**src/rtl/seq_divider_if.sv**
```systemverilog
// seq_divider_if: divider request/result bundle; master drives operands and controls, slave returns result and ready
interface seq_divider_if #(parameter int WIDTH = 32);
  logic signed_div;
  logic [WIDTH-1:0] a;
  logic [WIDTH-1:0] b;
  logic start;
  logic annul;
  logic [2*WIDTH-1:0] result;
  logic ready;
  modport master(output signed_div, a, b, start, annul, input result, ready);
  modport slave(input signed_div, a, b, start, annul, output result, ready);
endinterface

```
**src/rtl/seq_divider.sv**
```systemverilog
// seq_divider: restoring signed/unsigned divider, WIDTH steps; ports clk, rst (sync high), io (slave: operands/start/annul in, {rem,quo} result/ready out)
module seq_divider #(parameter int WIDTH = 32) (
  input logic clk,
  input logic rst,
  seq_divider_if.slave io
);
  localparam int CW = $clog2(WIDTH + 1);
  typedef enum logic [1:0] {IDLE, ZERO, BUSY, DONE} state_t;
  state_t state_q, state_d;
  logic [CW-1:0] cnt_q, cnt_d;
  logic [2*WIDTH:0] pr_q, pr_d, pr_step;
  logic [WIDTH-1:0] d_q, d_d, mag_a, mag_b, quo, rem;
  logic [WIDTH+1:0] trial;
  logic [2*WIDTH-1:0] res_q, res_d, res_fix;
  logic sgn_q, sgn_d, na_q, na_d, nb_q, nb_d;
  always_comb begin
    mag_a = (io.signed_div && io.a[WIDTH-1]) ? -io.a : io.a;
    mag_b = (io.signed_div && io.b[WIDTH-1]) ? -io.b : io.b;
    // a borrow out of the trial subtraction means the shifted remainder is below the divisor
    trial = {1'b0, pr_q[2*WIDTH-1:WIDTH-1]} - {2'b0, d_q};
    pr_step = trial[WIDTH+1] ? {pr_q[2*WIDTH-1:0], 1'b0} : {trial[WIDTH:0], pr_q[WIDTH-2:0], 1'b1};
    quo = pr_step[WIDTH-1:0];
    rem = pr_step[2*WIDTH-1:WIDTH];
    res_fix = {(sgn_q && na_q) ? -rem : rem, (sgn_q && (na_q ^ nb_q)) ? -quo : quo};
    state_d = state_q;
    cnt_d = cnt_q;
    pr_d = pr_q;
    d_d = d_q;
    res_d = res_q;
    sgn_d = sgn_q;
    na_d = na_q;
    nb_d = nb_q;
    case (state_q)
      IDLE: if (io.start && !io.annul) begin
        state_d = (io.b == '0) ? ZERO : BUSY;
        cnt_d = '0;
        pr_d = {{(WIDTH+1){1'b0}}, mag_a};
        d_d = mag_b;
        sgn_d = io.signed_div;
        na_d = io.a[WIDTH-1];
        nb_d = io.b[WIDTH-1];
      end
      ZERO: begin
        state_d = io.annul ? IDLE : DONE;
        res_d = io.annul ? res_q : '0;
      end
      BUSY: begin
        pr_d = pr_step;
        cnt_d = cnt_q + CW'(1);
        state_d = io.annul ? IDLE : (cnt_q == CW'(WIDTH - 1)) ? DONE : BUSY;
        res_d = (!io.annul && cnt_q == CW'(WIDTH - 1)) ? res_fix : res_q;
      end
      default: state_d = (io.annul || !io.start) ? IDLE : DONE;
    endcase
  end
  always_ff @(posedge clk) begin
    if (rst) begin
      state_q <= IDLE;
      cnt_q <= '0;
      pr_q <= '0;
      d_q <= '0;
      res_q <= '0;
      sgn_q <= 1'b0;
      na_q <= 1'b0;
      nb_q <= 1'b0;
    end else begin
      state_q <= state_d;
      cnt_q <= cnt_d;
      pr_q <= pr_d;
      d_q <= d_d;
      res_q <= res_d;
      sgn_q <= sgn_d;
      na_q <= na_d;
      nb_q <= nb_d;
    end
  end
  assign io.result = res_q;
  assign io.ready = (state_q == DONE);
endmodule

```
**src/flat_wrapper.sv**
```systemverilog
// flat-port wrapper written by rule: the top's interface ports become plain ports
module seq_divider_flat 
#(parameter int WIDTH = 32)
  (clk, rst, io_signed_div, io_a, io_b, io_start, io_annul, io_result, io_ready);
  seq_divider_if #(.WIDTH(WIDTH)) io_i ();
  input logic clk;
  input logic rst;
  input wire logic [$bits(io_i.signed_div)-1:0] io_signed_div;
  input wire logic [$bits(io_i.a)-1:0] io_a;
  input wire logic [$bits(io_i.b)-1:0] io_b;
  input wire logic [$bits(io_i.start)-1:0] io_start;
  input wire logic [$bits(io_i.annul)-1:0] io_annul;
  output wire logic [$bits(io_i.result)-1:0] io_result;
  output wire logic [$bits(io_i.ready)-1:0] io_ready;
  assign io_i.signed_div = io_signed_div;
  assign io_i.a = io_a;
  assign io_i.b = io_b;
  assign io_i.start = io_start;
  assign io_i.annul = io_annul;
  assign io_result = io_i.result;
  assign io_ready = io_i.ready;
  seq_divider #(.WIDTH(WIDTH)) u_core (.clk(clk), .rst(rst), .io(io_i));
endmodule
```
**config.mk**
```make
export PLATFORM = sky130hd
export DESIGN_NAME = seq_divider_flat
export DESIGN_NICKNAME = d
export VERILOG_FILES = /design/src/rtl/seq_divider_if.sv /design/src/rtl/seq_divider.sv /design/src/flat_wrapper.sv
export SDC_FILE = /design/constraint.sdc
export NUM_CORES = 1
export LEC_CHECK = 0
export CELL_PAD_IN_SITES_DETAIL_PLACEMENT = 0
export CELL_PAD_IN_SITES_GLOBAL_PLACEMENT = 2
export CORE_UTILIZATION = 33
export DETAILED_ROUTE_END_ITERATION = 6
export PLACE_DENSITY_LB_ADDON = 0.12
export SLEW_MARGIN = 30
export SYNTH_ARGS = -nofsm -noshare
export SYNTH_HDL_FRONTEND = slang
export SYNTH_SLANG_ARGS = --single-unit
```
**constraint.sdc**
```tcl
create_clock -name clk -period 5.68 [get_ports clk]
set_input_delay 1.136 -clock clk [delete_from_list [all_inputs] [get_ports clk]]
set_output_delay 1.136 -clock clk [all_outputs]
set_load 0.01 [all_outputs]
```
-- Word level (Yosys, flattened, before mapping)
Cells that the tools add are included.
- multipliers: 0
- eq/ne operators: 7
- multiplexer cells: 19
- order comparisons: 0
- bitwise operators: 1
- reduce and logical (&&, ||, !) cells: 16
- shift operators: 0
- $add $sub $neg: 6
- div/mod/pow operators: 0
- operators by type and width (kind ; count):
    64-bit 2-to-1 mux ; 4
    64-bit case mux with 2 select lines ; 2
    32-bit 2-to-1 mux ; 4
    32-bit negator ; 4
    33-bit by 32-bit subtractor with 34-bit output ; 1
    32-bit logical NOT ; 1
    6-bit case mux with 2 select lines ; 1
    2-bit 2-to-1 mux ; 5
    6-bit by 1-bit adder with 6-bit output, second input constant ; 1
    6-bit by 5-bit == test with 1-bit output, second input constant ; 1
    1-bit logical AND ; 6
    6-bit 2-to-1 mux ; 1
    2-bit case mux with 3 select lines ; 1
    2-bit == test, second input constant ; 2
    2-bit by 1-bit inequality test with 1-bit output, second input constant ; 2
    2-bit AND reduction ; 2
    2-bit nonzero test ; 2
    3-bit AND reduction ; 1
    2-bit by 1-bit == test with 1-bit output, second input constant ; 1
    1-bit logical NOT ; 2
    2-bit logical NOT ; 1
    2-bit inequality test, second input constant ; 1
    1-bit logical OR ; 1
    1-bit 2-to-1 mux ; 1
    1-bit XOR ; 1
- word-level logic and storage cells: 57
- memories: 0
- bits in registers: 171
- RAM bits: 0
- ROM bits: 0
- output and inout bits: 65
- bits in latches: 0

-- Depth between registers and ports, before layout
Gate-level depths: netlist of run 1.
- depth after elaboration: 6
- mapped depth: 26

-- Worst setup path before layout of run 1
OpenSTA, ideal clock, no wires.
- kind: register to register
- start point: reg u_core.d_q[23]
- end point: reg u_core.res_q[58], in the netlist u_core.io.result[58]
- stages on the path, launching flop included: 25
- arrival time: 4.629 ns
- path buffers: 5
- path slack: 0.934 ns
- period minus slack after synthesis: 4.746 ns
- required time: 5.563 ns
- path through: dfxtp_1 -> inv_1 -> ha_1 -> buf_2 -> nand2_1 -> o21ai_1 -> a211oi_1 -> o31ai_2 -> or2_1 -> buf_6 -> buf_2 -> buf_2 -> clkbuf_1 -> nand2_1 -> o21ai_0 -> ha_1 -> o211ai_1 -> nor4_1 -> o2111ai_1 -> nor3_1 -> a41o_1 -> and3_1 -> a31oi_1 -> xor2_1 -> a22o_1
- word-level cells in the longest chain between the ends: 6
- RTL lines (element ; RTL line ; source):
    from (decl) ; seq_divider.sv:12 ; logic [WIDTH-1:0] d_q, d_d, mag_a, mag_b, quo, rem;
    from (signal assigned) ; seq_divider.sv:61 ; d_q <= '0;
    from (signal assigned) ; seq_divider.sv:70 ; d_q <= d_d;
    33-bit by 32-bit subtractor with 34-bit output (*) ; seq_divider.sv:20 ; trial = {1'b0, pr_q[2*WIDTH-1:WIDTH-1]} - {2'b0, d_q};
    64-bit 2-to-1 mux (*) ; seq_divider.sv:21 ; pr_step = trial[WIDTH+1] ? {pr_q[2*WIDTH-1:0], 1'b0} : {trial[WIDTH:0], pr_q[WIDTH-2:0], 1'b1};
    32-bit negator ; seq_divider.sv:24 ; res_fix = {(sgn_q && na_q) ? -rem : rem, (sgn_q && (na_q ^ nb_q)) ? -quo : quo};
    32-bit 2-to-1 mux (*) ; seq_divider.sv:24 ;
    64-bit 2-to-1 mux (*) ; seq_divider.sv:51 ; res_d = (!io.annul && cnt_q == CW'(WIDTH - 1)) ? res_fix : res_q;
    64-bit case mux with 2 select lines (*) ; seq_divider.sv:33 ; case (state_q)
    to (signal assigned) ; seq_divider.sv:71 ; res_q <= res_d;
    to (decl) ; seq_divider.sv:14 ; logic [2*WIDTH-1:0] res_q, res_d, res_fix;
Mark *: on every way between the ends. The rest lies on a longest branch, timed or not. The select of a mux whose other input is x is not followed.
A chain may end at the register's enable or synchronous reset.

-- Worst setup path in the final report of run 1
- start point: reg u_core.d_q[24]
- end point: reg u_core.res_q[58], in the netlist u_core.io.result[58]
Same word-level chain as after synthesis.

==> metrics.md, run 1 <==
| Metric | Value |
|---|---|
| Yosys warns | 0 |
| Largest net degree at the start of global routing | just under 70 |
| Via count | around 11000 |
| DRC | 0 |
| Dpl hpwl | 31.65 mm |
| Clock Skews | about 12 ps |
| Asr flop ratio synth | 0 |
| Gr usage total | 0.2328 |
| Critical path's top delay family | compound AO/OA/AOI/OAI gates |
| Row cnt | approximately 70 |
| Cts hold-fix bufs | 0 |
| Die Width | around 190 um |
| Pins Over Slew Limit | 0 |
| Synth Area per Inst | 7.464 sq um |
| Endpoints failing hold | 0 |
| Initial Util | 0.3354 |
| Ys flop type | dfxtp_1 |
| Fmax | 197.4 MHz |
| Hold WC Path Type | reg -> reg |
| Sink Count | approximately 170 |
| Post-place setup slack | ~700 ps |
| Worst VDD drop | ~0.00023 V |
| CTS tree | done |
| Worst setup SP type | flip-flop |
| Share of cells above drive strength 1 | 0.05116 |
| CP arrival | 5410 ps |
| I/O Pins | 134 |
| WL/cell | 19.77 um |
| Critical Path, Cell by Cell | inv_1 > ha_1 > nand2_1 > o21ai_1 > a211oi_1 > o31ai_2 > or2_2 > nand2_1 > o21ai_0 > ha_1 > o211ai_1 > nor4_1 > o2111ai_1 > nor3_1 > a41o_1 > and3_1 > a31oi_1 > xor2_1 > a22o_1 |
| Latest clock arrival within the worst-skew pair | approximately 450 ps |
| Seq/Total Area, Yosys | 0.2955 |
| Unrepaired setup endpoints after global routing | false |
| First-pass GRT wire length | 64.13 mm |
| Max incr delay on CP | 520 ps |
| Yosys top cell area share | 0.2955 |
| Largest fanout on the critical path | 11 |
| Drt pass-1 iters | 5 |
| Synth-to-layout area growth | 19.79% |
| Pwr per Cell Area | roughly 250 nW/um^2 |
| CTS Buf Count | 17 |
| Die area | 35860 sq um |
| Max-cap check violation count | 0 |
| H-tree Lvls | 4 |
| Synthesized area | ~12000 sq um |
| Post-Syn Nets | between 1500 and 2000 |
| CP Capture Type | flip-flop |
| GR Util met2 | 0.3580 |
| CP required | approximately 6000 ps |
| Final Util | 0.4017 |
| Antenna Nets Post-Route | 0 |
| FF+latch area | approximately 3400 sq um |
| Met1 usage | 0.3384 |
| Yosys cell types | 86 |
| Final Setup Violations | 0 |
| Met3 Use GR | 0.03114 |
| EDFF count, synth | 0 |
| TNS Setup | 0 ps |
| Synthesized flop and latch total | roughly 170 |
| Vias per cell | roughly 5.5 |
| Post-synth top area cell | dfxtp_1 |
| Hold WS | about 450 ps |
| Post-cts resize count | 0 |
| GP Congestion | 0.8997 |
| Critical path type | reg -> reg |
| Initial antenna violation count | 0 |
| Chip height | 189.4 um |
| Global routing's busiest layer | met2 |
| Layout net count | approximately 1700 |
| WL final | between 40 and 50 mm |
| Pleak | a little over 5 nW |
| Number of setup buffers added after CTS | 0 |
| CORE AREA | around 35000 sq um |
| Critical path buffers and inverters | 1 |
| Post-Synthesis Cells | approximately 1600 |
| Period utilization | 0.8919 |
| Area contributors post-synth | dfxtp_1 (30%), nor2_1 (6.7%), a21oi_1 (6.6%) |
| Status | completed |
| Worst Tran Pin Value | ~930 ps |
| Total congestion overflow | 0 |
| Multi-input logic area | 7574 sq um |
| Placed inst area | roughly 13000 sq um |
| Diodes inserted | 0 |
| Number of port buffers | 133 |
| Fillers | around 3700 |
| Final instance area | approximately 14000 sq um |
| CTS root buffer | clkbuf_16 |
| CP max-delay cell | o31ai_2 |
| Max clock buf depth | 2 |
| Final min period | between 5000 and 6000 ps |
| Reg clk slew, reported paths | roughly 70 ps |
| Vias in the first global route | about 11000 |
| 1st-iter DRT viols | around 660 |
| PnR worst setup slack | about 610 ps |
| Relative slew slack | 0.3765 |
[worst reg2reg max path: stages, from the launching register on]
cell	delay [ps]
dfxtp_1	350
inv_1	100
ha_1	410
nand2_1	140
o21ai_1	350
a211oi_1	110
o31ai_2	520
or2_2	370
nand2_1	90
o21ai_0	150
ha_1	280
o211ai_1	140
nor4_1	320
o2111ai_1	230
nor3_1	370
a41o_1	330
and3_1	240
a31oi_1	100
xor2_1	180
a22o_1	200
[flip-flops by register name, summed over array words and instances (netlist names)]
| register | count |
|---|---|
| u_core.cnt_q | 6 |
| u_core.na_q | 1 |
| u_core.sgn_q | 1 |
| u_core.nb_q | 1 |
| u_core.io.result | 64 |
| u_core.pr_q | 64 |
| u_core.d_q | 32 |
| u_core.state_q | 2 |
[metal layers]
metal  vias up  routed length (um)
met5         -                   0
met4         0                 595
met3        31                1546
met2       265               18050
met1      5427               21270
li1       5759                   -
[report_power, final]
group	leakage [nW]	switching (mW)	internal [mW]	total (mW)
logic	3.47	0.647	0.357	1.00
registers	1.39	0.0392	1.23	1.27
clock network	0.291	0.551	0.712	1.26
[cell type report]
cell class	count	area share
well taps	455	0.04102
clock inverters	11	0.01127
flip-flops and latches	171	0.2467
repair buffers	153	0.1066
clock buffers	21	0.03246
multi-input cells	1226	0.5458
inverters	60	0.01623
[metrics by stage]
| step | total power, mW | instances |
|---|---|---|
| finish | 3.539 | 2097 |
| global route | 3.721 | 2097 |
| CTS | 3.570 | 2097 |
| detailed placement | 2.298 | 2065 |
| global placement | 2.302 | 2065 |
| floorplan | 1.970 | 1552 |
[synthesized netlist by cell type, drive strengths merged, types with 4 or more instances]
library cell and n:
o31ai 21, inv 60, a31oi 42, nand2b 13, nor2b 8, nor3b 4
nor3 41, o21ai 67, mux2 4, a21oi 154, nor2 207, o2111ai 4
a211oi 39, a21boi 4, mux2i 12, or4 12, dfxtp 171, buf 20
nand2 153, a22o 22, clkbuf 75, a22oi 64, xor2 56, ha 37
o211ai 10, o41ai 10, nand3 29, a221oi 5, nor4 15, o21a 5
and3 11, or3 17, nand4 9, a311oi 4, a21o 10, nand3b 6
xnor2 70, and2 21
[worst paths after layout]
path / startpoint / to / slack, ps / depth (start not counted)
hold reg to reg: u_core.io.result[42]$_SDFFE_PP0P_ / u_core.io.result[42]$_SDFFE_PP0P_ / 450 / 2
hold / removal: u_core.io.result[42]$_SDFFE_PP0P_ / u_core.io.result[42]$_SDFFE_PP0P_ / 450 / 2
setup / recovery: u_core.d_q[24]$_SDFFE_PP0P_ / u_core.io.result[58]$_SDFFE_PP0P_ / 610 / 19
setup reg to reg: u_core.d_q[24]$_SDFFE_PP0P_ / u_core.io.result[58]$_SDFFE_PP0P_ / 610 / 19
[cell families (layout without fill, tap and decap cells)]
| kind of cell | count (synthesis) | count (layout) | share of synthesized area |
|---|---|---|---|
| simple gates | 554 | 554 | 0.2199 |
| xor+xnor | 126 | 126 | 0.09526 |
| compound gates | 491 | 491 | 0.2793 |
| fa+ha+maj | 39 | 39 | 0.04255 |
| flops | 171 | 171 | 0.2955 |
| buf+inv | 155 | 245 | 0.05324 |
| mux | 16 | 16 | 0.01426 |
[cell usage in the layout, fill, tap and decap left out, types with 12 or more instances in the layout]
cell / synthesis / routed
or3_1: 15 / 15
nand2_1: 153 / 153
a21oi_1: 152 / 152
o31ai_1: 19 / 19
inv_1: 59 / 59
ha_1: 37 / 37
a22o_1: 22 / 22
a31oi_1: 42 / 42
mux2i_1: 12 / 12
a22oi_1: 64 / 64
nor3_1: 40 / 40
a211oi_1: 39 / 39
and2_1: 17 / 16
xnor2_1: 70 / 70
buf_4: 0 / 21
nand2b_1: 13 / 12
nand3_1: 28 / 28
xor2_1: 56 / 56
clkdlybuf4s50_1: 0 / 132
clkbuf_16: 0 / 17
o21ai_0: 60 / 60
nor4_1: 15 / 15
dfxtp_1: 171 / 171
nor2_1: 206 / 202
(Power assumes the default switching activity.)
==> inputs of run 2 (changes only) <==
--- a/config.mk
+++ b/config.mk
@@ -7,8 +7,9 @@
 export LEC_CHECK = 0
 export CELL_PAD_IN_SITES_DETAIL_PLACEMENT = 0
 export CELL_PAD_IN_SITES_GLOBAL_PLACEMENT = 2
-export CORE_UTILIZATION = 33
+export CORE_UTILIZATION = 37
 export DETAILED_ROUTE_END_ITERATION = 6
+export DONT_BUFFER_PORTS = 1
 export PLACE_DENSITY_LB_ADDON = 0.12
 export SLEW_MARGIN = 30
 export SYNTH_ARGS = -nofsm -noshare
==> run 2 against run 1 <==
Compared with the run above: clock-buffer cell count down 3; maximum frequency up 0.59%; die area down 11%; worst setup slack better by 29 ps; cell count down 9.5%; sequential cell count unchanged; critical path depth down 2; sequential share of layout area up 2.9 points; largest cell class unchanged; critical path type unchanged; global-route usage up 1.9 points; highest routed layer unchanged; critical endpoint is now u_core.io.result[54]$_SDFFE_PP0P_.
==> metrics.md, run 2 (synthesized netlist as in run 1, its figures left out) <==
| Metric | Value |
|---|---|
| Status | completed (unchanged) |
| Die area | 32020 sq um (was 35860 sq um) |
| Critical path buffers and inverters | 0 (was 1) |
| R2r startpoint | u_core.pr_q[39]$_SDFFE_PP0P_ (was u_core.d_q[24]$_SDFFE_PP0P_) |
| Relative slew slack | 0.3491 (was 0.3765) |
| Unrepaired setup endpoints after global routing | false (unchanged) |
| Final Setup Violations | 0 (unchanged) |
| DRC | 0 (unchanged) |
| CP max-delay cell | dfxtp_1 (was o31ai_2) |
| Antenna Nets Post-Route | 0 (unchanged) |
| CORE AREA | 30670 sq um (was 34540 sq um) |
| Fmax | 198.6 MHz (was 197.4 MHz) |
| Critical path endpoint | u_core.io.result[54]$_SDFFE_PP0P_ (was u_core.io.result[58]$_SDFFE_PP0P_) |
| Critical path type | reg -> reg (unchanged) |
| RR Endpoint | u_core.io.result[54]$_SDFFE_PP0P_ (was u_core.io.result[58]$_SDFFE_PP0P_) |
| Synth-to-layout area growth | 7.312% (was 19.79%) |
| Met1 usage | 0.3608 (was 0.3384) |
| Largest fanout on the critical path | 10 (was 11) |
| Met3 Use GR | 0.04856 (was 0.03114) |
| R2R cell count | 17 (was 19) |
| CP required | 6030 ps (about the same) |
| Flop pwr share | 0.375 (was 0.360) |
| Pleak | 4.624 nW (was 5.150 nW) |
| Endpoints failing hold | 0 (unchanged) |
| Gr usage total | 0.2520 (was 0.2328) |
| CP arrival | 5380 ps (was 5410 ps) |
| Layout net count | 1596 (was 1736) |
| Crit path depth | 17 (was 19) |
| Number of port buffers | 0 (was 133) |
| FF+latch area | 3423 sq um (unchanged) |
| Final min period | 5036 ps (was 5066 ps) |
| Worst setup SP type | flip-flop (unchanged) |
| Fillers | 3294 (was 3685) |
| Worst Tran Pin Value | 974.1 ps (was 933.1 ps) |
| Critical Path, Cell by Cell | ha_1 > a21oi_1 > o21ai_1 > a22oi_1 > a31oi_1 > or2_2 > o21ai_0 > ha_1 > o211ai_1 > nor4_1 > o2111ai_1 > nor3_2 > nand4b_1 > o211ai_1 > o21ai_0 > xnor2_1 > a22o_1 (was inv_1 > ha_1 > nand2_1 > o21ai_1 > a211oi_1 > o31ai_2 > or2_2 > nand2_1 > o21ai_0 > ha_1 > o211ai_1 > nor4_1 > o2111ai_1 > nor3_1 > a41o_1 > and3_1 > a31oi_1 > xor2_1 > a22o_1) |
| CTS root buffer | clkbuf_16 (unchanged) |
| Largest net degree at the start of global routing | 151 (was 69) |
| GP Congestion | 0.8628 (was 0.8997) |
| Via count | 10990 (was 11480) |
| First-pass GRT wire length | 60.96 mm (was 64.13 mm) |
| Row cnt | 64 (was 68) |
| Multi-input logic area | 7587 sq um (was 7574 sq um) |
| GR Util met2 | 0.3853 (was 0.3580) |
| Dpl hpwl | 29.99 mm (was 31.65 mm) |
| Commonest non-fill, non-tap cells in the layout | nor2_1 (201), dfxtp_1 (171), nand2_1 (153) (was nor2_1 (202), dfxtp_1 (171), nand2_1 (153)) |
| Initial antenna violation count | 0 (unchanged) |
| Drt pass-1 iters | 6 (was 5) |
| Clock Skews | 16.28 ps (was 12.06 ps) |
| Max-cap check violation count | 0 (unchanged) |
| Worst VDD drop | 0.0002169 V (was 0.0002324 V) |
| H-tree Lvls | 4 (unchanged) |
| Latest clock arrival within the worst-skew pair | 450 ps (about the same) |
| Initial Util | 0.3777 (was 0.3354) |
| Sink Count | 171 (unchanged) |
| PnR worst setup slack | 643.8 ps (was 614.3 ps) |
| Hold WS | 469.0 ps (was 454.2 ps) |
| Diodes inserted | 0 (unchanged) |
| Switching fraction of total power | 0.3574 (was 0.3496) |
| Switch Pwr | 1.213 mW (was 1.237 mW) |
| Pwr per Cell Area | 273.1 nW/um^2 (was 255.0 nW/um^2) |
| Final instance area | 12430 sq um (was 13880 sq um) |
| Placed inst area | 11840 sq um (was 13270 sq um) |
| Most common cell after layout, fill and taps aside | nor2_1 (unchanged) |
| Pins Over Slew Limit | 0 (unchanged) |
| Crit path from | u_core.pr_q[39]$_SDFFE_PP0P_ (was u_core.d_q[24]$_SDFFE_PP0P_) |
| Hold WC Path Type | reg -> reg (unchanged) |
| Critical path's top delay family | compound AO/OA/AOI/OAI gates (unchanged) |
| CP Capture Type | flip-flop (unchanged) |
| Proportion of power drawn by the clock network | 0.358 (was 0.357) |
| Share of cells above drive strength 1 | 0.05393 (was 0.05116) |
| TNS Setup | 0 ps (unchanged) |
| Vias per cell | 5.788 (was 5.475) |
| Comb power frac | 0.267 (was 0.284) |
| Vias in the first global route | 10230 (was 10760) |
| CTS tree | done (unchanged) |
| Reg2reg setup slack | 640 ps (was 610 ps) |
| WL final | 39.85 mm (was 41.46 mm) |
| Reg clk slew, reported paths | 80 ps (was 70 ps) |
| I/O Pins | 134 (unchanged) |
| Period utilization | 0.8867 (was 0.8919) |
| WL/cell | 21.00 um (was 19.77 um) |
| Die Width | 178.9 um (was 189.4 um) |
| Global routing's busiest layer | met2 (unchanged) |
| 1st-iter DRT viols | 867 (was 658) |
| Int Pwr | 2.181 mW (was 2.302 mW) |
| CTS Buf Count | 17 (unchanged) |
| Total congestion overflow | 0 (unchanged) |
| Max incr delay on CP | 520 ps (about the same) |
| Chip height | 178.9 um (was 189.4 um) |
| Max clock buf depth | 2 (unchanged) |
| Post-place setup slack | 640.3 ps (was 702.9 ps) |
## run 2: worst min path at each step
| stage | start | end | slack [ps] | cells past startpoint |
|---|---|---|---|---|
| floorplan | u_core.d_q[31]$_SDFFE_PP0P_ | u_core.d_q[31]$_SDFFE_PP0P_ | 430 | 2 |
| global placement | u_core.d_q[31]$_SDFFE_PP0P_ | u_core.d_q[31]$_SDFFE_PP0P_ | 440 | 2 |
| detailed placement | u_core.d_q[31]$_SDFFE_PP0P_ | u_core.d_q[31]$_SDFFE_PP0P_ | 450 | 2 |
| CTS | u_core.d_q[31]$_SDFFE_PP0P_ | u_core.d_q[31]$_SDFFE_PP0P_ | 460 | 2 |
| global route | u_core.nb_q$_SDFFE_PP0P_ | u_core.nb_q$_SDFFE_PP0P_ | 490 | 2 |
| finish | u_core.d_q[31]$_SDFFE_PP0P_ | u_core.d_q[31]$_SDFFE_PP0P_ | 470 | 2 |
## run 2: metrics by stage
stage | instances | power, mW | util
final | 1898 | 3.395 | 0.4054
after global routing | 1898 | 3.563 | 0.4054
after CTS | 1898 | 3.411 | 0.4052
after detailed placement | 1866 | 2.197 | 0.3859
after global placement | 1866 | 2.202 | 0.3858
after floorplan | 1552 | 1.970 | -
## run 2: per-layer routing
metal	up-vias	wire length (um)
li1	5494	-
met1	5160	19410
met2	298	17590
met3	33	2316
met4	0	539
met5	-	0
## run 2: area by class of cell
cell class              count  share of cell area
well taps                 396             0.03986
repair buffers             13            0.008857
inverters                  60             0.01812
flip-flops and latches    171              0.2754
multi-input cells        1226              0.6103
clock inverters            14             0.01218
clock buffers              18             0.03533
## run 2: repair_timing
| action | CTS | global route |
|---|---|---|
| hold endpoints to repair | 0 | 0 |
| hold buffers | 0 | 0 |
| buffers inserted | 0 | 0 |
| gates resized for setup | 0 | 1 |
| endpoints found under the setup margin | 0 | 1 |
## run 2: worst reg2reg max path: stages, from the launching register on
cell,delay [ps]
dfxtp_1,520
ha_1,410
a21oi_1,220
o21ai_1,140
a22oi_1,320
a31oi_1,310
or2_2,420
o21ai_0,350
ha_1,300
o211ai_1,150
nor4_1,270
o2111ai_1,230
nor3_2,280
nand4b_1,200
o211ai_1,230
o21ai_0,180
xnor2_1,160
a22o_1,210
## run 2: power groups by stage
stage | clock, mW | combinational [mW] | sequential (mW)
after global placement | 0 | 0.903 | 1.30
final | 1.22 | 0.906 | 1.27
after CTS | 1.24 | 0.901 | 1.27
after detailed placement | 0 | 0.898 | 1.30
after floorplan | 0 | 0.687 | 1.28
after global routing | 1.28 | 1.00 | 1.28
==> inputs of run 3 (changes only) <==
--- a/config.mk
+++ b/config.mk
@@ -7,6 +7,7 @@
 export LEC_CHECK = 0
 export CELL_PAD_IN_SITES_DETAIL_PLACEMENT = 0
 export CELL_PAD_IN_SITES_GLOBAL_PLACEMENT = 2
+export CORE_MARGIN = 2
 export CORE_UTILIZATION = 37
 export DETAILED_ROUTE_END_ITERATION = 6
 export DONT_BUFFER_PORTS = 1
==> run 3 against run 2 <==
Compared with the run above: combinational power up 1%; maximum frequency down 4.5%; clock skew down 2.1 ps; largest power group unchanged.
==> metrics.md, run 3 (synthesized netlist as in run 1, its figures left out) <==
| Metric | Value |
|---|---|
| Share of cells above drive strength 1 | 0.05452 (was 0.05393) |
| Max clock buf depth | 2 (unchanged) |
| Reg2reg setup slack | 410 ps (was 640 ps) |
| R2R cell count | 19 (was 17) |
| CTS Buf Count | 17 (unchanged) |
| CP Capture Type | flip-flop (unchanged) |
| WHS Path Cells | 2 (unchanged) |
| RR Endpoint | u_core.io.result[58]$_SDFFE_PP0P_ (was u_core.io.result[54]$_SDFFE_PP0P_) |
| Placed inst area | 11860 sq um (was 11840 sq um) |
| Fillers | 3326 (was 3294) |
| Layout net count | 1599 (was 1596) |
| Post-place setup slack | 451.6 ps (was 640.3 ps) |
| Proportion of power drawn by the clock network | 0.350 (was 0.358) |
| Comb power frac | 0.272 (was 0.267) |
| Die Width | 180.9 um (was 178.9 um) |
| Max-cap check violation count | 0 (unchanged) |
| Die area | 32740 sq um (was 32020 sq um) |
| Worst Tran Pin Value | 853.1 ps (was 974.1 ps) |
| GP Congestion | 0.8708 (was 0.8628) |
| Period utilization | 0.9284 (was 0.8867) |
| Reg clk slew, reported paths | 70 ps (was 80 ps) |
| H-tree Lvls | 4 (unchanged) |
| R2r startpoint | u_core.d_q[15]$_SDFFE_PP0P_ (was u_core.pr_q[39]$_SDFFE_PP0P_) |
| Int Pwr | 2.165 mW (was 2.181 mW) |
| Final Setup Violations | 0 (unchanged) |
| CP required | 6020 ps (was 6030 ps) |
| CTS root buffer | clkbuf_16 (unchanged) |
| CTS tree | done (unchanged) |
| Via count | 11120 (was 10990) |
| Synth-to-layout area growth | 7.474% (was 7.312%) |
| Drt pass-1 iters | 5 (was 6) |
| I/O Pins | 134 (unchanged) |
| Switch Pwr | 1.204 mW (was 1.213 mW) |
| Total congestion overflow | 0 (unchanged) |
| Gr usage total | 0.2485 (was 0.2520) |
| Initial Util | 0.3767 (was 0.3777) |
| Number of port buffers | 0 (unchanged) |
| Status | completed (unchanged) |
| Vias per cell | 5.852 (was 5.788) |
| Sink Count | 171 (unchanged) |
| Clock Skews | 14.17 ps (was 16.28 ps) |
| Chip height | 180.9 um (was 178.9 um) |
| DRC | 0 (unchanged) |
| Largest net degree at the start of global routing | 151 (unchanged) |
| First-pass GRT wire length | 63.62 mm (was 60.96 mm) |
| WL/cell | 21.46 um (was 21.00 um) |
| Endpoints failing hold | 0 (unchanged) |
| Worst VDD drop | 0.0002112 V (was 0.0002169 V) |
| Worst setup SP type | flip-flop (unchanged) |
| Relative slew slack | 0.4252 (was 0.3491) |
| Dpl hpwl | 30.48 mm (was 29.99 mm) |
| Flop pwr share | 0.378 (was 0.375) |
| Hold Startpoint | u_core.d_q[0]$_SDFFE_PP0P_ (was u_core.d_q[31]$_SDFFE_PP0P_) |
| Diodes inserted | 0 (unchanged) |
| Largest fanout on the critical path | 11 (was 10) |
| Hold WC Path Type | reg -> reg (unchanged) |
| Vias in the first global route | 10340 (was 10230) |
| Fmax | 189.6 MHz (was 198.6 MHz) |
| PnR worst setup slack | 406.4 ps (was 643.8 ps) |
| Pleak | 4.644 nW (was 4.624 nW) |
| Unrepaired setup endpoints after global routing | false (unchanged) |
| Latest clock arrival within the worst-skew pair | 450 ps (about the same) |
| Row cnt | 64 (unchanged) |
| Antenna Nets Post-Route | 0 (unchanged) |
| Final min period | 5274 ps (was 5036 ps) |
| Final instance area | 12450 sq um (was 12430 sq um) |
| WL final | 40.77 mm (was 39.85 mm) |
| CP arrival | 5620 ps (was 5380 ps) |
| Pwr per Cell Area | 270.6 nW/um^2 (was 273.1 nW/um^2) |
| 1st-iter DRT viols | 803 (was 867) |
| Cts hold-fix bufs | 0 (unchanged) |
| Most common cell after layout, fill and taps aside | nor2_1 (unchanged) |
| CORE AREA | 30750 sq um (was 30670 sq um) |
| Commonest non-fill, non-tap cells in the layout | nor2_1 (201), dfxtp_1 (171), nand2_1 (153) (unchanged) |
| Initial antenna violation count | 0 (unchanged) |
| TNS Setup | 0 ps (unchanged) |
| Pins Over Slew Limit | 0 (unchanged) |
| Switching fraction of total power | 0.3575 (was 0.3574) |
| Critical path type | reg -> reg (unchanged) |
| Hold Path End | u_core.d_q[0]$_SDFFE_PP0P_ (was u_core.d_q[31]$_SDFFE_PP0P_) |
-- run 3: how the worst max path moves through the flow --
stage                                            start                                 to  cells after the start
after floorplan            u_core.d_q[23]$_SDFFE_PP0P_  u_core.io.result[58]$_SDFFE_PP0P_                     24
after global placement    u_core.pr_q[43]$_SDFFE_PP0P_  u_core.io.result[58]$_SDFFE_PP0P_                     17
after detailed placement   u_core.d_q[15]$_SDFFE_PP0P_  u_core.io.result[58]$_SDFFE_PP0P_                     19
after CTS                  u_core.d_q[15]$_SDFFE_PP0P_  u_core.io.result[58]$_SDFFE_PP0P_                     19
after global routing      u_core.pr_q[39]$_SDFFE_PP0P_  u_core.io.result[54]$_SDFFE_PP0P_                     17
final                      u_core.d_q[15]$_SDFFE_PP0P_  u_core.io.result[58]$_SDFFE_PP0P_                     19
-- run 3: critical path, cell delays in order, from the launching register on --
cell	delay, ps
dfxtp_1	340
inv_1	70
ha_1	370
nand2_1	210
nor2_1	330
o211ai_1	260
a31oi_1	710
or2_2	390
nand2_1	80
o21ai_0	150
ha_1	280
o211ai_1	140
nor4_1	310
o2111ai_1	250
nor3_2	310
a41o_1	270
and3_1	220
a31oi_1	100
xor2_1	180
a22o_1	200
-- run 3: layout make-up --
class,count,area [sq um],area share
inverter,60,225.2,0.01809
sequential,171,3423,0.2749
clock inverter,13,130.1,0.01045
clock buffer,18,429.2,0.03447
timing repair buffer,16,160.2,0.01286
multi-input combinational,1226,7587,0.6094
tap,396,495.5,0.03979
-- run 3: repair_timing --
item | 4_1_cts | 5_1_grt
endpoints found under the setup margin | 0 | 1
gates resized for setup | 0 | 1
buffers inserted | 0 | 0
-- run 3: metal layers --
metal  track usage  up-vias  wire (um)
met5             0        -          0
met4       0.05561        0        609
met3       0.04556       39       2333
met2        0.3680      328      17140
met1        0.3714     5256      20680
li1              -     5495          -
-- run 3: metrics by stage --
step / instances / hold WS [ps] / utilization / power [mW]
final: 1900 / 467.8 / 0.4049 / 3.369
after global routing: 1900 / 490.4 / 0.4049 / 3.537
after CTS: 1899 / 466.3 / 0.4038 / 3.374
after detailed placement: 1868 / 451.6 / 0.3857 / 2.203
after global placement: 1867 / 447.4 / 0.3846 / 2.206
after floorplan: 1552 / 431.9 / - / 1.970
-- run 3: power groups by stage --
| stage | Combinational [mW] | Clock (mW) | Sequential, mW |
|---|---|---|---|
| finish | 0.917 | 1.18 | 1.27 |
| global route | 1.01 | 1.25 | 1.28 |
| CTS | 0.905 | 1.20 | 1.27 |
| detailed placement | 0.902 | 0 | 1.30 |
| global placement | 0.906 | 0 | 1.30 |
| floorplan | 0.687 | 0 | 1.28 |
